### config.mk
export PLATFORM = sky130hd
export DESIGN_NAME = and_or_not_gate
export DESIGN_NICKNAME = d
export VERILOG_FILES = /design/src/rtl/gate_pkg.sv /design/src/rtl/gate_cell.sv /design/src/rtl/and_or_not_gate.sv
export SDC_FILE = /design/constraint.sdc
export NUM_CORES = 1
export LEC_CHECK = 0
export ABC_AREA = 1
export BUFFER_PORTS_ARGS = -buffer_cell sky130_fd_sc_hd__buf_2
export CORE_AREA = 2 2 39 41
export DETAILED_ROUTE_END_ITERATION = 7
export DIE_AREA = 0 0 41 43
export HOLD_SLACK_MARGIN = 0.02
export PLACE_DENSITY = 0.3
export SETUP_SLACK_MARGIN = 0.4
export SLEW_MARGIN = 40
export SYNTH_ARGS = -nofsm -noshare
export SYNTH_HDL_FRONTEND = slang
export SYNTH_SLANG_ARGS = --single-unit
### constraint.sdc
create_clock -name clk -period 1.1 [get_ports clk]
set_input_delay 0.22 -clock clk [delete_from_list [all_inputs] [get_ports clk]]
set_output_delay 0.22 -clock clk [all_outputs]
set_load 0.01 [all_outputs]
### src/rtl/gate_pkg.sv
// gate_pkg: shared width default and gate operation encoding for the gate-adder library
package gate_pkg;
  localparam int DEFAULT_WIDTH = 1;
  typedef enum logic [1:0] {OP_AND, OP_OR, OP_NOT, OP_XOR} gate_op_e;
endpackage

### src/rtl/gate_cell.sv
// gate_cell: one bitwise combinational gate chosen at elaboration by OP
module gate_cell
  import gate_pkg::*;
#(
  parameter int       WIDTH = DEFAULT_WIDTH,
  parameter gate_op_e OP    = OP_AND
) (
  input  logic [WIDTH-1:0] a,
  input  logic [WIDTH-1:0] b,
  output logic [WIDTH-1:0] y
);
  always_comb y = OP == OP_AND ? a & b : OP == OP_OR ? a | b : OP == OP_NOT ? ~a : a ^ b;
endmodule

### src/rtl/and_or_not_gate.sv
// and_or_not_gate: combinational AND/OR/NOT with a registered copy; GATE_XOR_EN adds XOR
module and_or_not_gate
  import gate_pkg::*;
#(
  parameter int WIDTH = DEFAULT_WIDTH
) (
  input  logic             clk,
  input  logic             rst_n,
  input  logic             en,
  input  logic [WIDTH-1:0] a,
  input  logic [WIDTH-1:0] b,
  output logic [WIDTH-1:0] y_and,
  output logic [WIDTH-1:0] y_or,
  output logic [WIDTH-1:0] y_not,
  output logic [WIDTH-1:0] q_and,
  output logic [WIDTH-1:0] q_or,
  output logic [WIDTH-1:0] q_not,
`ifdef GATE_XOR_EN
  output logic [WIDTH-1:0] y_xor,
  output logic [WIDTH-1:0] q_xor,
`endif
  output logic             q_valid
);
  gate_cell #(.WIDTH(WIDTH), .OP(OP_AND)) u_and (.a(a), .b(b), .y(y_and));
  gate_cell #(.WIDTH(WIDTH), .OP(OP_OR))  u_or  (.a(a), .b(b), .y(y_or));
  gate_cell #(.WIDTH(WIDTH), .OP(OP_NOT)) u_not (.a(a), .b(b), .y(y_not));
`ifdef GATE_XOR_EN
  gate_cell #(.WIDTH(WIDTH), .OP(OP_XOR)) u_xor (.a(a), .b(b), .y(y_xor));
  always_ff @(posedge clk or negedge rst_n)
    if (!rst_n) q_xor <= '0;
    else if (en) q_xor <= y_xor;
`endif
  // reset clears q_not to 0 rather than ~a so the register is a plain clear
  always_ff @(posedge clk or negedge rst_n)
    if (!rst_n) begin
      q_and   <= '0;
      q_or    <= '0;
      q_not   <= '0;
      q_valid <= 1'b0;
    end else begin
      if (en) begin
        q_and <= y_and;
        q_or  <= y_or;
        q_not <= y_not;
      end
      q_valid <= en;
    end
endmodule

After elaboration in Yosys (flattened, before gate mapping)
Cells that the tools add are included.
W data, S select, Z words.

word-level totals
  output and inout port bits = 7
  logic and storage cells = 7
  register bits after elaboration = 4
  input port bits = 5

operators by class
  bitwise gates (word level) = 3

operator list
  kind           count
  $and A1 B1 Y1  1
  $not A1 Y1     1
  $or A1 B1 Y1   1

Depth between registers and ports, before layout
Gate-level depths: netlist of the first run.

  word-level depth = 1
  gate-level depth with buffers = 3
  depth with buffers taken out = 3

By module
Synthesis of the first run repeated with hierarchy kept, for this count alone.

unflattened totals
  cell total of the unflattened synthesis = 20
  area, all modules = 160.2 um2

by module, submodules not included
  module             cells an instance  area each (um2)  instances  seq. area each (um2)
  and_or_not_gate    14                 137.6            1          100.1
  gate_cell (u_or)   3                  11.3             1          0.0
  gate_cell (u_and)  2                  7.5              1          0.0
  gate_cell (u_not)  1                  3.8              1          0.0

Worst setup path before layout of the first run
OpenSTA, ideal clock, no wires.

  kind = input to output
  start = input port a
  end = output port y_or
  arrival time = 0.468 ns
  buffers on the path = 0
  data required time = 0.880 ns
  stages = 1
  path slack = 0.412 ns
  cells stage by stage = or2_1

on the way
  word-level cells in the longest chain between the ends = 1

RTL lines
  what             RTL line               RTL
  start, declared  and_or_not_gate.sv:10  input logic [WIDTH-1:0] a,
  $or A1 B1 Y1     n/a
  end, declared    and_or_not_gate.sv:13  output logic [WIDTH-1:0] y_or,

No other way between the ends.

Final worst setup path of the first run
  start = register q_and
  end = output port q_and

RTL lines
  what                    RTL line               RTL
  start, declared         and_or_not_gate.sv:15  output logic [WIDTH-1:0] q_and,
  start signal, assigned  and_or_not_gate.sv:42  q_and <= y_and;

No word-level cell between the ends.

==> results.py, run 1 <==
metrics = {
    "route": {
        "first_iter_violations": 3,
        "routed_via_density": 3.54,
        "drt_wl_total_microns": 417,
        "dr.pass1.iters": 4,
        "post-route-drc-count": 0,
        "wl_per_cell_microns": 8.02,
        "drtAntennaViolNets": 0,
        "dr_total_vias": 184,
    },
    "logic_synthesis": {
        "yosysTopAreaCellShare": 0.650,
        "synth_top_area_cell": "dfrtp_1",
        "synth-edff-count": 0,
        "syn_area_sq_um": 154,
        "syn-num-nets": 21,
        "syn_area_per_cell_sq_um": 9.62,
        "ys.flop_type": "dfrtp_1",
        "async_flop_share": 1.00,
        "synth_warnings": 0,
        "seq_area_frac_synth": 0.650,
        "netlist_instances": 16,
        "synth_common_cells": "dfrtp_1 (4), nand2_1 (4), inv_1 (3)",
        "ys_ff_latch": 4,
        "synth_area_leaders": "dfrtp_1 (65%), nand2_1 (9.8%), inv_1 (7.3%)",
        "ys_types": 7,
    },
    "critical_path": {
        "rrSetupSlack_ns": 0.28,
        "cp_data_arrival_time_ns": 0.74,
        "crit_path_top_delay_cell": "dfrtp_1",
        "crit_path_max_incr_delay_ns": 0.37,
        "critical_path_class": "flop to output port",
        "cp-end-kind": "output port",
        "worstPathRequired_ns": 0.88,
        "path_cells": "buf_2",
        "critPathBufInv": 1,
        "cp_max_fo": 2,
        "startpoint_type": "flop",
        "crit_family": "flip-flops",
    },
    "layout": {
        "nets": 43,
        "diodes": 0,
        "post-route-util": 0.250,
        "drive_gt1_frac": 0.667,
        "synthToLayoutAreaGrowth_pct": 125,
        "stdcell_area_sq_um": 347,
    },
    "timing": {
        "fin_crit_sh": 0.872,
        "rsz0062_at_grt": "true",
        "timing.fmax_mhz": 1040,
        "setup_viol": 0,
        "max_slew_margin": 0.887,
        "setup-tns-final_ns": 0,
        "slew_violations": 0,
        "fin_skew_ns": 0,
        "finalHoldViolations": 0,
        "period_minus_slack_ns": 0.960,
        "tightest_slew_ns": 0.169,
    },
    "cts": {
        "clk_pin_slew_ns": 0.04,
        "cts_tree": "done",
        "clock-sinks": 4,
        "cts_buffers": 3,
        "root_buffer": "clkbuf_4",
        "htreeDepth": 1,
        "cts_max_path_buffers": 2,
        "insertion_delay_ns": 0.23,
    },
    "power": {
        "p_per_area_nw_per_um2": 1270,
        "leakagePower_nw": 0.186,
        "vdd_drop_max_mv": 0.304,
    },
    "floorplanning": {
        "fp-row-count": 14,
        "die_area_sq_um": 1760,
        "start_util": 0.111,
        "pin_count": 12,
        "die_h_microns": 43,
        "die_w_microns": 41,
        "core_area_sq_um": 1380,
    },
    "place": {
        "hpwl_microns": 287,
        "place_area_sq_um": 229,
        "finalWeightedCongestion": 0.598,
        "io_buffers": 11,
    },
    "global_route": {
        "grt_pass1_vias": 177,
        "overflow": 0,
        "grt_max_degree": 6,
        "grt_use_total": 0.0625,
        "antenna_found_initial": 0,
        "grt_pass1_wl_microns": 641,
    },
    "outcome": {
        "status": "completed",
    },
    "worst_hold_path": {
        "hp-class": "input pin to flop",
    },
    "job": {
        "maxCapViolCount": 0,
    },
}
stage by stage:
| stage | instances | setup WS [ns] | power [mW] | hold WS (ns) |
|---|---|---|---|---|
| 6_report | 52 | 0.140 | 0.441 | 0.125 |
| 5_1_grt | 52 | 0.0986 | 0.472 | 0.128 |
| 4_1_cts | 51 | 0.127 | 0.436 | 0.122 |
| 3_5_place_dp | 43 | 0.187 | 0.220 | 0.0261 |
| 3_3_place_gp | 43 | 0.186 | 0.221 | 0.0312 |
| 2_1_floorplan | 16 | 0.412 | 0.189 | -0.0756 |
timing repair:
item | in CTS | in global routing
hold buffers | 1 | 0
gates resized for setup | 7 | 7
hold endpoints to repair | 4 | 0
pin swaps | 2 | 2
buffers inserted | 4 | 1
endpoints found under the setup margin | 7 | 9
layout by cell type, fill, tap and decap left out:
cell type	count
clkbuf_4	3
dfrtp_1	4
nand2_4	1
buf_8	2
o21ai_2	1
inv_1	1
o21ai_1	1
or2_1	1
inv_2	2
buf_2	7
buf_4	4
nand2_2	1
o21ai_0	1
buf_6	3
dlygate4sd3_1	1
nand2_1	3
sequential cells by signal, indices dropped and copies added, names as in the netlist:
| register | count |
|---|---|
| q_and | 1 |
| q_or | 1 |
| q_valid | 1 |
| q_not | 1 |
final cells by class:
class | instances | area [sq um]
repair buffers | 17 | 139
clock buffers | 3 | 22.5
well taps | 16 | 20.0
inverters | 3 | 11.3
flip-flops and latches | 4 | 100
multi-input cells | 9 | 53.8
fillers | 164 | 1040
kinds of logic after synthesis:
family	after synthesis	synth area share
buffers and inverters	3	0.0732
and+or+nand+nor	6	0.179
DFF	4	0.650
AOI/OAI and AO/OA	3	0.0975
per-layer routing:
layer  vias to the layer above  part of all wire  GRT usage
met2                        15              0.44     0.0656
met3                         2              0.13     0.0314
met5                         -                 0          0
li1                         88                 -          -
met4                         0             0.034      0.100
met1                        79              0.40     0.0651
final timing paths:
path,startpoint,to,cells past startpoint
worst min register to register,q_or$_DFFE_PN0P_,q_or$_DFFE_PN0P_,2
worst max-delay path,q_and$_DFFE_PN0P_,q_and,1
worst min-delay path,en,q_valid$_DFF_PN0_,1
max in group asynchronous,rst_n,q_and$_DFFE_PN0P_,2
worst max register to register,q_and$_DFFE_PN0P_,q_and$_DFFE_PN0P_,4
min in group asynchronous,rst_n,q_not$_DFFE_PN0P_,2
power by group:
part | leakage (nW) | internal (mW) | total, mW | switching, mW
combinational | 0.124 | 0.0554 | 0.0956 | 0.0402
sequential | 0.0483 | 0.159 | 0.164 | 0.00474
clock | 0.0138 | 0.122 | 0.181 | 0.0593
Note: power is estimated with default switching activity, not from simulation.
==> inputs of run 2 (changes only) <==
- BUFFER_PORTS_ARGS: -buffer_cell sky130_fd_sc_hd__buf_2 -> -buffer_cell sky130_fd_sc_hd__buf_4
==> results.py, run 2 (synthesis gave the netlist of run 1 again) <==
metrics = {
    "outcome": {
        "status": "completed",
    },
    "cts": {
        "htreeDepth": 1,
        "clk_pin_slew_ns": 0.04,
        "cts_max_path_buffers": 2,
        "root_buffer": "clkbuf_4",
        "cts_tree": "done",
        "insertion_delay_ns": 0.24,
        "clock-sinks": 4,
        "cts_buffers": 3,
    },
    "route": {
        "drt_wl_total_microns": 431,
        "wl_per_cell_microns": 8.45,
        "first_iter_violations": 3,
        "dr_total_vias": 176,
        "routed_via_density": 3.45,
        "post-route-drc-count": 0,
        "drtAntennaViolNets": 0,
        "dr.pass1.iters": 2,
    },
    "layout": {
        "synthToLayoutAreaGrowth_pct": 137,
        "nFillCells": 159,
        "drive_gt1_frac": 0.600,
        "diodes": 0,
        "nets": 42,
        "final_common_cell": "buf_6",
        "fin_cells": 51,
        "final_cell_mix": "buf_6 (9), buf_4 (5), nand2_1 (4), dfrtp_1 (4), clkbuf_4 (3)",
    },
    "critical_path": {
        "crit_family": "flip-flops",
        "critical_path_class": "flop to output port",
        "cp_max_fo": 2,
        "path_cells": "buf_6",
        "worstPathRequired_ns": 0.88,
        "crit_path_top_delay_cell": "dfrtp_1",
        "cp-end-kind": "output port",
        "cp_data_arrival_time_ns": 0.74,
        "critPathBufInv": 1,
        "startpoint_type": "flop",
        "crit_path_max_incr_delay_ns": 0.38,
    },
    "global_route": {
        "grt_use_total": 0.0685,
        "met1_usage": 0.0684,
        "antenna_found_initial": 0,
        "grt_pass1_vias": 190,
        "met2_usage": 0.0750,
        "grt_max_degree": 6,
        "grt_pass1_wl_microns": 703,
        "grt_use_met3": 0.0419,
        "grt-busiest-layer": "met4",
        "overflow": 0,
    },
    "timing": {
        "slew_violations": 0,
        "timing.fmax_mhz": 1040,
        "fin_skew_ns": 0,
        "fin_crit_sh": 0.877,
        "setup-tns-final_ns": 0,
        "tightest_slew_ns": 0.152,
        "hold_ws_ns": 0.107,
        "setup_viol": 0,
        "finalHoldViolations": 0,
        "max_slew_margin": 0.898,
        "rsz0062_at_grt": "true",
        "period_minus_slack_ns": 0.965,
    },
    "place": {
        "hpwl_microns": 306,
        "place_inst": 43,
        "finalWeightedCongestion": 0.618,
        "io_buffers": 11,
    },
    "floorplanning": {
        "start_util": 0.111,
        "die_area_sq_um": 1760,
        "fp-row-count": 14,
        "core_area_sq_um": 1380,
        "pin_count": 12,
        "die_w_microns": 41,
        "die_h_microns": 43,
    },
    "power": {
        "p_per_area_nw_per_um2": 1260,
        "leakagePower_nw": 0.190,
        "vdd_drop_max_mv": 0.227,
    },
    "worst_hold_path": {
        "hp-class": "input pin to flop",
    },
    "job": {
        "maxCapViolCount": 0,
    },
}
-- run 2: changes by cell type in the layout (fill, tap and decap cells not counted) --
cell | before | now
buf_2 | 7 | 0
buf_6 | 3 | 9
buf_4 | 4 | 5
buf_8 | 2 | 1
nand2_1 | 3 | 4
nand2_2 | 1 | 0
o21ai_1 | 1 | 2
o21ai_2 | 1 | 0
-- run 2: worst paths after layout --
check                                        from           endpoint  slack (ns)  cells after the start
worst max-delay path            q_not$_DFFE_PN0P_              q_not        0.14                      1
worst min register to register   q_or$_DFFE_PN0P_   q_or$_DFFE_PN0P_        0.50                      2
min in group asynchronous                   rst_n  q_valid$_DFF_PN0_        0.32                      2
worst min-delay path                           en  q_valid$_DFF_PN0_        0.11                      1
worst max register to register  q_not$_DFFE_PN0P_  q_not$_DFFE_PN0P_        0.26                      4
max in group asynchronous                   rst_n   q_or$_DFFE_PN0P_        0.68                      2
-- run 2: through the flow --
step / total power, mW / worst slack, ns / instance area (sq um) / util
2_1_floorplan: 0.189 / 0.412 / 154 / -
3_3_place_gp: 0.235 / 0.180 / 256 / 0.185
3_5_place_dp: 0.235 / 0.175 / 256 / 0.185
4_1_cts: 0.458 / 0.126 / 339 / 0.245
5_1_grt: 0.489 / 0.108 / 365 / 0.264
6_report: 0.461 / 0.135 / 365 / 0.264
-- run 2: layer usage --
metal | routed length [microns] | vias to the layer above
met3 | 52 | 3
met1 | 153 | 72
met5 | 0 | -
met4 | 24 | 0
met2 | 200 | 14
li1 | - | 87
-- run 2: timing repair --
action	4_1_cts	5_1_grt
endpoints found under the setup margin	7	9
pin swaps	1	1
buffers inserted	2	2
hold buffers	1	0
hold endpoints to repair	4	0
gates resized for setup	10	5
-- run 2: area by class of cell --
class / count / area, sq um / share of cell area
Clock buffer: 3 / 22.5 / 0.0616
Inverter: 3 / 11.3 / 0.0308
Multi-Input combinational cell: 9 / 47.5 / 0.130
Sequential cell: 4 / 100 / 0.274
Tap cell: 16 / 20.0 / 0.0548
Timing Repair Buffer: 16 / 164 / 0.449
-- run 2: report_power, final --
group | total, mW | internal, mW | switching, mW
Combinational | 0.107 | 0.0683 | 0.0389
Clock | 0.187 | 0.122 | 0.0645
Sequential | 0.167 | 0.159 | 0.00758
Total | 0.461 | 0.350 | 0.111
==> inputs of run 3 (changes only) <==
- clock period: 1.1 -> 1.2 ns (I/O delays scaled with it)
==> results.py, run 3 (synthesis gave the netlist of run 1 again) <==
metrics = {
    "timing": {
        "rsz0062_at_grt": "true",
        "setup-tns-final_ns": 0,
        "period_minus_slack_ns": 0.985,
        "hold_ws_ns": 0.134,
        "tightest_slew_ns": 0.143,
        "fin_crit_sh": 0.821,
        "max_slew_margin": 0.904,
        "setup_viol": 0,
        "timing.fmax_mhz": 1020,
        "slew_violations": 0,
        "finalHoldViolations": 0,
        "fin_skew_ns": 0,
    },
    "route": {
        "first_iter_violations": 0,
        "dr.pass1.iters": 1,
        "dr_total_vias": 167,
        "drtAntennaViolNets": 0,
        "post-route-drc-count": 0,
        "wl_per_cell_microns": 8.04,
        "routed_via_density": 3.34,
        "drt_wl_total_microns": 402,
    },
    "floorplanning": {
        "start_util": 0.111,
        "die_w_microns": 41,
        "fp-row-count": 14,
        "pin_count": 12,
        "die_area_sq_um": 1760,
        "core_area_sq_um": 1380,
        "die_h_microns": 43,
    },
    "cts": {
        "cts_tree": "done",
        "cts_buffers": 3,
        "htreeDepth": 1,
        "clock-sinks": 4,
        "root_buffer": "clkbuf_4",
        "clk_pin_slew_ns": 0.04,
        "cts_max_path_buffers": 2,
        "insertion_delay_ns": 0.23,
    },
    "global_route": {
        "grt_max_degree": 6,
        "grt_pass1_wl_microns": 696,
        "antenna_found_initial": 0,
        "grt_pass1_vias": 168,
        "grt_use_total": 0.0706,
        "overflow": 0,
    },
    "power": {
        "p_per_area_nw_per_um2": 1170,
        "leakagePower_nw": 0.182,
        "vdd_drop_max_mv": 0.233,
        "swShare": 0.232,
        "pwr-share-clk": 0.408,
        "internal_power_mw": 0.313,
        "p_comb_frac": 0.216,
        "netSwitchingPower_mw": 0.0943,
        "seq_power_share": 0.376,
        "total_power_mw": 0.407,
    },
    "critical_path": {
        "cp-end-kind": "output port",
        "cp_data_arrival_time_ns": 0.75,
        "worstPathRequired_ns": 0.96,
        "critical_path_class": "flop to output port",
        "cp_max_fo": 2,
        "crit_family": "flip-flops",
        "crit_path_max_incr_delay_ns": 0.39,
        "crit_path_top_delay_cell": "dfrtp_1",
        "startpoint_type": "flop",
        "critPathBufInv": 1,
        "path_cells": "buf_6",
    },
    "layout": {
        "nets": 41,
        "multi_input_area_sq_um": 47.5,
        "final_common_cell": "buf_6",
        "fin_cells": 50,
        "diodes": 0,
        "final_cell_mix": "buf_6 (8), buf_4 (6), nand2_1 (4), dfrtp_1 (4), clkbuf_4 (3)",
        "nFillCells": 161,
        "synthToLayoutAreaGrowth_pct": 125,
        "drive_gt1_frac": 0.559,
        "seqCellArea_sq_um": 100,
    },
    "place": {
        "io_buffers": 11,
        "finalWeightedCongestion": 0.602,
        "hpwl_microns": 299,
        "place_inst": 43,
    },
    "job": {
        "maxCapViolCount": 0,
    },
    "outcome": {
        "status": "completed",
    },
    "worst_hold_path": {
        "hp-class": "input pin to flop",
    },
}
run 3: cell count changes in the layout (fill, tap and decap cells not counted), sizes merged:
| cell | change |
|---|---|
| buf | -1 |
run 3: worst reg2reg max path, delay by kind of cell, from the launching register on:
kind                   cells  cell delay [ns]
AOI/OAI and AO/OA          1             0.06
and+or+nand+nor            1             0.05
buffers and inverters      1             0.13
DFF                        1             0.38
run 3: final cells by class:
type	instances	share of cell area
repair buffers	15	0.419
flip-flops and latches	4	0.289
multi-input cells	9	0.137
clock buffers	3	0.0650
well taps	16	0.0578
inverters	3	0.0325
run 3: timing repair:
action,in CTS,in global routing
resized for setup,9,2
hold endpoints to repair,4,0
pin swaps,2,1
setup endpoints to repair,6,7
hold buffers,1,0
setup buffers,3,0
run 3: stage by stage:
step	instance area, sq um	setup WS, ns	utilization
6_report	347	0.215	0.250
5_1_grt	347	0.175	0.250
4_1_cts	342	0.202	0.247
3_5_place_dp	256	0.233	0.185
3_3_place_gp	256	0.236	0.185
2_1_floorplan	154	0.472	-
run 3: routing by layer:
metal,up-vias,global-route usage,share of wire
met4,0,0.120,0.035
met1,70,0.0752,0.40
met2,11,0.0688,0.43
li1,84,-,-
met5,-,0,0
met3,2,0.0366,0.13
run 3: power by group through the flow:
| stage | registers (mW) | clock network [mW] | logic, mW |
|---|---|---|---|
| after floorplan | 0.158 | 0 | 0.0152 |
| after global placement | 0.153 | 0 | 0.0626 |
| after detailed placement | 0.154 | 0 | 0.0619 |
| after CTS | 0.153 | 0.175 | 0.0869 |
| after global routing | 0.154 | 0.192 | 0.0972 |
| final | 0.153 | 0.166 | 0.0880 |
run 3: path summary, 6_finish.rpt:
check,slack [ns],start,to,cells after the start
setup / recovery,0.21,q_or$_DFFE_PN0P_,q_or,1
hold / removal,0.13,en,q_valid$_DFF_PN0_,1
setup reg to reg,0.46,q_and$_DFFE_PN0P_,q_and$_DFFE_PN0P_,3
hold reg to reg,0.51,q_or$_DFFE_PN0P_,q_or$_DFFE_PN0P_,2
max in group asynchronous,0.76,rst_n,q_or$_DFFE_PN0P_,2
min in group asynchronous,0.34,rst_n,q_valid$_DFF_PN0_,2
